==> config.mk <==
export PLATFORM = sky130hd
export DESIGN_NAME = ifu_fetch
export DESIGN_NICKNAME = d
export VERILOG_FILES = /design/src/rtl/ifu_fetch.sv
export SDC_FILE = /design/constraint.sdc
export NUM_CORES = 1
export LEC_CHECK = 0
export CORE_MARGIN = 2
export CORE_UTILIZATION = 36
export CTS_CLUSTER_SIZE = 28
export DETAILED_ROUTE_END_ITERATION = 6
export PLACE_DENSITY = 0.68
export SYNTH_ARGS = -nofsm -noshare
export SYNTH_HDL_FRONTEND = slang
export SYNTH_SLANG_ARGS = --single-unit
export TNS_END_PERCENT = 5
==> constraint.sdc <==
create_clock -name clk -period 2.6 [get_ports clk]
set_input_delay 0.52 -clock clk [delete_from_list [all_inputs] [get_ports clk]]
set_output_delay 0.52 -clock clk [all_outputs]
set_load 0.1 [all_outputs]
==> src/rtl/ifu_fetch.sv <==
// Instruction-fetch initiator: holds the PC, issues one word-aligned fetch at a
// time, captures the returned word and hands {pc, inst} to decode.
//
// state  | meaning
// S_REQ  | request presented at pc, waiting for memory to accept it
// S_WAIT | request accepted, waiting for the single response
// S_HOLD | instruction presented to decode, waiting for out_ready
module ifu_fetch #(
  parameter logic [31:0] RESET_PC = 32'h8000_0000,
  parameter logic [31:0] PC_STEP  = 32'd4
) (
  input  logic        clk,
  input  logic        rst_n,
  input  logic        redirect_valid,
  input  logic [31:0] redirect_pc,
  output logic        imem_req_valid,
  input  logic        imem_req_ready,
  output logic [31:0] imem_addr,
  input  logic        imem_resp_valid,
  input  logic [31:0] imem_resp_data,
  output logic        out_valid,
  input  logic        out_ready,
  output logic [31:0] out_pc,
  output logic [31:0] out_inst,
  output logic [31:0] fetch_cnt
);

  typedef enum logic [1:0] {S_REQ, S_WAIT, S_HOLD} state_t;

  state_t      state;
  logic [31:0] pc;
  logic        kill;
  logic        req_valid_q;
  logic [31:0] redirect_tgt;
  logic        req_accept;

  // Redirect target is forced to a word boundary; a request only issues while presented.
  assign redirect_tgt   = redirect_pc & ~32'h3;
  assign req_accept     = req_valid_q & imem_req_ready;
  assign imem_req_valid = req_valid_q;
  assign imem_addr      = pc;

  // Fetch sequencer; redirect has priority in every state.
  always_ff @(posedge clk or negedge rst_n) begin
    if (!rst_n) begin
      state       <= S_REQ;
      pc          <= RESET_PC;
      kill        <= 1'b0;
      req_valid_q <= 1'b0;
      out_valid   <= 1'b0;
      out_pc      <= 32'h0;
      out_inst    <= 32'h0;
      fetch_cnt   <= 32'h0;
    end else begin
      case (state)
        S_REQ: begin
          if (req_accept) begin
            state       <= S_WAIT;
            req_valid_q <= 1'b0;
            if (redirect_valid) begin
              // The accepted request is already out; its response must be dropped.
              kill <= 1'b1;
              pc   <= redirect_tgt;
            end
          end else begin
            req_valid_q <= 1'b1;
            if (redirect_valid) pc <= redirect_tgt;
          end
        end
        S_WAIT: begin
          if (imem_resp_valid) begin
            if (redirect_valid || kill) begin
              kill        <= 1'b0;
              state       <= S_REQ;
              req_valid_q <= 1'b1;
              if (redirect_valid) pc <= redirect_tgt;
            end else begin
              out_inst  <= imem_resp_data;
              out_pc    <= pc;
              out_valid <= 1'b1;
              pc        <= pc + PC_STEP;
              state     <= S_HOLD;
            end
          end else if (redirect_valid) begin
            kill <= 1'b1;
            pc   <= redirect_tgt;
          end
        end
        S_HOLD: begin
          if (redirect_valid || out_ready) begin
            out_valid   <= 1'b0;
            state       <= S_REQ;
            req_valid_q <= 1'b1;
            if (out_ready) fetch_cnt <= fetch_cnt + 32'd1;
            if (redirect_valid) pc <= redirect_tgt;
          end
        end
        default: begin
          state       <= S_REQ;
          req_valid_q <= 1'b0;
        end
      endcase
    end
  end

endmodule

==> out/summary.txt, run 1 <==
Critical Path Slowest Stage Cell - or4_4
distinct cell type count after synthesis - 53
Reg clk slew, reported paths - 0.06 ns
Max Clock Freq - 410 MHz
CTS-repair resized insts - 0
ratio of cells with drive above 1 in the final layout - 25.4%
Multi-input gate area - 2640 um2
crit-path max cell delay - 0.60 ns
H-tree Lvls - 4
total length of routed wires - 17200 um
minimum clock period - 2.44 ns
synth cell count leaders - 226 x nand2_1, 132 x dfrtp_1, 26 x clkbuf_1, 25 x o21ai_0
Max Buffers Root-to-Sink - 2
CP Data Required Time - 2.94 ns
via count of the first global-routing pass - 5566
CP Launch Point - imem_addr[3]
#FFs+latches synth - 133
DRT Pass-1 Iters - 5
Final setup violation count - 0
initial core utilization - 36.7%
# hold bufs at CTS - 0
final cell count without fillers - 1109
number of diodes - 0
relative slew slack - 62.2%
die area - 18000 um2
vias per cell - 5.03
Die Wd - 134 um
Root Driver - clkbuf_16
clk_lat worst skew - 0.42 ns
row count - 47
Core Footprint - 16600 um2
Critical Path End Type - register
reg2reg path depth - 6
RSZ-0062 raised after global routing - no
count of flip-flops with a built-in enable after synthesis - 0
post-synth top area share - 54.3%
Layout area overhead - 45.7%
Detail Route Antenna Nets - 0
Synth Net Count - 736
WL per Instance - 15.5 um
ys flop type - dfrtp_1
CTS tree - built
CP Cell Sequence - ha_1, nand4_2, or4_4, or4_1, or3_1, o211ai_2
worst r2r src - imem_addr[3]
Synth Area per Inst - 9.22 um2
status - complete, no violations
first-pass GRT wire length - 28500 um
DRC viols - 0
gpl congestion - 0.818
Final #Nets - 952
hold crit path type - in -> async
GR Util All Layers - 19.9%
Max Slew Vio Count - 0
FFs w/ async S/R, synth - 100%
CP arrival - 2.78 ns
synthesized area - 6090 um2
Worst setup SP type - register
Filler cells - 1518
Final Skew - 0.0102 ns
Worst Tran Pin Value - 0.568 ns
Final Hold Fails - 0
top cells by area, synth - dfrtp_1 54%, nand2_1 14%, xnor2_1 3.2%
Ports - 200
fin crit share - 93.8%
port bufs - 197
register area share after synthesis - 54.7%
Die Ht - 134 um
cts bufs inserted - 17
total gr overflow - 0
setup bufs post-CTS - 0
top-count cell post-synth - nand2_1
dominant cell type by area after synthesis - dfrtp_1
crit path max fanout - 7
max cap viols - 0
initial drt markers - 447
synth warn - 0
post-synthesis cell count - 660
Register Area - 3360 um2
TritonCTS Sinks - 133
initial antenna violation count - 0
post-DP HPWL - 12000 um
Cells after DPL - 1077
total number of vias - 5580
Worst Path Class, Setup - reg -> reg
pin count of the biggest net entering global routing - 58
metal layers:
metal | track usage [%] | up-vias | part of all wire, %
li1 | - | 2709 | -
met1 | 26.6 | 2672 | 45
met2 | 31.3 | 182 | 47
met3 | 5.44 | 17 | 6.8
met4 | 7.02 | 0 | 1.5
met5 | 0 | - | 0
worst paths after layout:
kind / endpoint / slack, ns
hold reg to reg: fetch_cnt[31] / 0.46
max in group asynchronous: imem_addr[7] / 1.87
setup reg to reg: imem_addr[28] / 0.16
hold / removal: out_pc[29] / 0.07
setup / recovery: imem_addr[28] / 0.16
min in group clk: fetch_cnt[31] / 0.46
state kept, by name (all words and copies together) (netlist names):
name and count:
out_pc 32, imem_addr 32, fetch_cnt 32, out_valid 1, out_inst 32, state 2, kill 1, imem_req_valid 1
cell families after synthesis:
logic type	count (synthesis)	synth area share [%]
compound gates	90	9.70
xor+xnor	33	4.75
fa+ha+maj	6	1.23
buf+inv	39	2.43
flops	133	54.7
mux	11	1.83
simple gates	348	25.3
layout by cell type, fill, tap and decap left out, types with 2 or more instances in the layout:
cell type,count
a22oi_1,10
nand4_1,14
and4_1,7
or2_2,2
and2_1,3
buf_12,3
dfrtp_2,20
o31ai_1,2
clkinv_4,2
nor4_1,6
a221o_1,6
bufinv_16,5
clkdlybuf4s50_1,66
clkinvlp_4,3
o22ai_1,6
or3_1,6
a211oi_1,2
o32ai_1,2
clkinv_2,2
dfrtp_4,2
mux2i_1,10
o21ai_0,25
and3_1,11
dfrtp_1,110
xnor2_1,22
inv_6,3
or4_1,3
o21ai_1,2
buf_4,157
xor2_1,11
nor3_1,15
a31oi_1,2
nor2_1,24
nand3_1,23
nand2_1,226
a21oi_1,19
inv_1,9
clkbuf_16,17
o22a_1,2
ha_1,6
worst max-delay path, delay by kind of cell (launching register included):
kind	cells	cell delay [ns]
flops	1	0.46
simple gates	4	1.59
compound gates	1	0.14
fa+ha+maj	1	0.19
layout make-up:
cell class              count  area share, %
clock buffers              17           4.80
well taps                 220           3.10
clock inverters            15           2.55
flip-flops and latches    133           37.9
multi-input cells         488           29.7
inverters                   9          0.381
repair buffers            227           21.5
metrics by stage:
step	area [um2]	utilization, %	setup slack [ns]	hold slack (ns)	TNS, ns
floorplan	6120	-	-0.0695	0.224	-0.0695
global placement	8220	49.6	0.0818	0.459	0
detailed placement	8220	49.6	-0.00669	0.460	-0.00669
CTS	8870	53.5	0.154	0.0840	0
global route	8870	53.5	0.0268	0.112	0
finish	8870	53.5	0.160	0.0737	0
Power of run 1 is not shown: default switching activity piles up to over one toggle a cycle in this logic, so the estimate is an artifact.
==> inputs of run 2 (changes only) <==
Settings changed: CORE_UTILIZATION 36 to 42, PLACE_DENSITY 0.68 to 0.77.
==> run 2 against run 1 <==
Against the previous run:
- critical path depth unchanged
- flip-flop and latch count unchanged
- first-iteration DRC count down 9.4%
- highest routed layer unchanged
- hold slack worse by 0.037 ns
- core utilization up 9.1 points
- sequential share of layout area up 0.37 points
==> out/summary.txt, run 2 (synthesized netlist as in run 1, its figures left out) <==
Die Wd - 124 um (was 134 um)
commonest cells after routing, fill and taps aside - 226 x nand2_1, 157 x buf_4, 110 x dfrtp_1 (unchanged)
cts bufs inserted - 17 (unchanged)
setup bufs post-CTS - 0 (unchanged)
GR Util All Layers - 22.0% (was 19.9%)
Worst setup SP type - register (unchanged)
commonest non-fill, non-tap cell in the layout - nand2_1 (unchanged)
ratio of cells with drive above 1 in the final layout - 25.1% (was 25.4%)
Die Ht - 124 um (was 134 um)
# hold bufs at CTS - 0 (unchanged)
total gr overflow - 0 (unchanged)
DRT Pass-1 Iters - 4 (was 5)
Final Hold Fails - 0 (unchanged)
number of diodes - 0 (unchanged)
crit path max fanout - 7 (unchanged)
clk_lat worst skew - 0.42 ns (about the same)
Worst Path Class, Setup - reg -> reg (unchanged)
CTS-repair resized insts - 0 (unchanged)
hold crit path type - in -> async (unchanged)
Critical Path End Type - register (unchanged)
Max Clock Freq - 414 MHz (was 410 MHz)
via count of the first global-routing pass - 5458 (was 5566)
Max Slew Vio Count - 0 (unchanged)
Layout area overhead - 44.3% (was 45.7%)
fin crit share - 92.9% (was 93.8%)
first-pass GRT wire length - 27700 um (was 28500 um)
minimum clock period - 2.42 ns (was 2.44 ns)
Worst Tran Pin Value - 0.566 ns (was 0.568 ns)
TritonCTS Sinks - 133 (unchanged)
Reg clk slew, reported paths - 0.06 ns (about the same)
RSZ-0062 raised after global routing - no (unchanged)
H-tree Lvls - 4 (unchanged)
total number of vias - 5542 (was 5580)
Final Skew - 0.00679 ns (was 0.0102 ns)
row count - 43 (was 47)
WL per Instance - 15.7 um (was 15.5 um)
die area - 15500 um2 (was 18000 um2)
port bufs - 197 (unchanged)
Detail Route Antenna Nets - 0 (unchanged)
CP Data Required Time - 2.94 ns (about the same)
Hold Slack - 0.0368 ns (was 0.0737 ns)
gpl congestion - 0.870 (was 0.818)
CTS tree - built (unchanged)
status - complete, no violations (unchanged)
total length of routed wires - 16700 um (was 17200 um)
relative slew slack - 61.9% (was 62.2%)
initial core utilization - 43.3% (was 36.7%)
vias per cell - 5.19 (was 5.03)
initial antenna violation count - 0 (unchanged)
Ports - 200 (unchanged)
DRC viols - 0 (unchanged)
CP arrival - 2.75 ns (was 2.78 ns)
Core Footprint - 14000 um2 (was 16600 um2)
post-DP HPWL - 12000 um (about the same)
reg2reg path depth - 6 (unchanged)
max cap viols - 0 (unchanged)
Final setup violation count - 0 (unchanged)
Root Driver - clkbuf_16 (unchanged)
Max Buffers Root-to-Sink - 2 (unchanged)
Final #Nets - 950 (was 952)
pin count of the biggest net entering global routing - 48 (was 58)
TNS Setup - 0 ns (unchanged)
initial drt markers - 405 (was 447)
## run 2: changes by cell type in the layout (fill, tap and decap cells not counted), sizes merged
| cell | before | now |
|---|---|---|
| inv | 12 | 10 |
| clkbuf | 17 | 20 |
| clkinv | 4 | 3 |
| buf | 161 | 159 |
## run 2: worst max-delay path, stage by stage (launching register included)
cell      delay, ns
dfrtp_4        0.45
ha_1           0.19
nand4_2        0.10
or4_4          0.60
or4_1          0.54
or3_1          0.33
o211ai_2       0.14
## run 2: through the flow
stage	util [%]	std cells	area (um2)	worst slack (ns)
after floorplan	-	660	6120	-0.0695
after global placement	57.9	1035	8130	-0.0167
after detailed placement	57.9	1035	8130	-0.00780
after CTS	62.6	1067	8780	0.170
after global routing	62.6	1067	8780	0.108
final	62.6	1067	8780	0.185
## run 2: worst paths after layout
path | start | to | slack, ns
worst max-delay path | imem_addr[3] | imem_addr[28] | 0.18
worst min-delay path | rst_n | out_pc[29] | 0.04
worst max register to register | imem_addr[3] | imem_addr[28] | 0.18
worst min register to register | out_pc[6] | out_pc[6] | 0.47
max in group asynchronous | rst_n | imem_addr[15] | 1.94
min in group clk | out_pc[6] | out_pc[6] | 0.47
## run 2: cell type report
| class | count | area (um2) |
|---|---|---|
| clock inverters | 12 | 200 |
| well taps | 180 | 225 |
| clock buffers | 20 | 457 |
| repair buffers | 225 | 1870 |
| inverters | 9 | 33.8 |
| flip-flops and latches | 133 | 3360 |
| fillers | 1186 | 5260 |
| multi-input cells | 488 | 2640 |
## run 2: per-layer routing
metal / GRT usage [%] / vias up / routed length (um)
met1: 29.7 / 2613 / 7340
li1: - / 2695 / -
met5: 0 / - / 0
met4: 7.34 / 0 / 325
met3: 6.36 / 31 / 1300
met2: 34.2 / 203 / 7760
Power of run 2 is left out for the same reason.
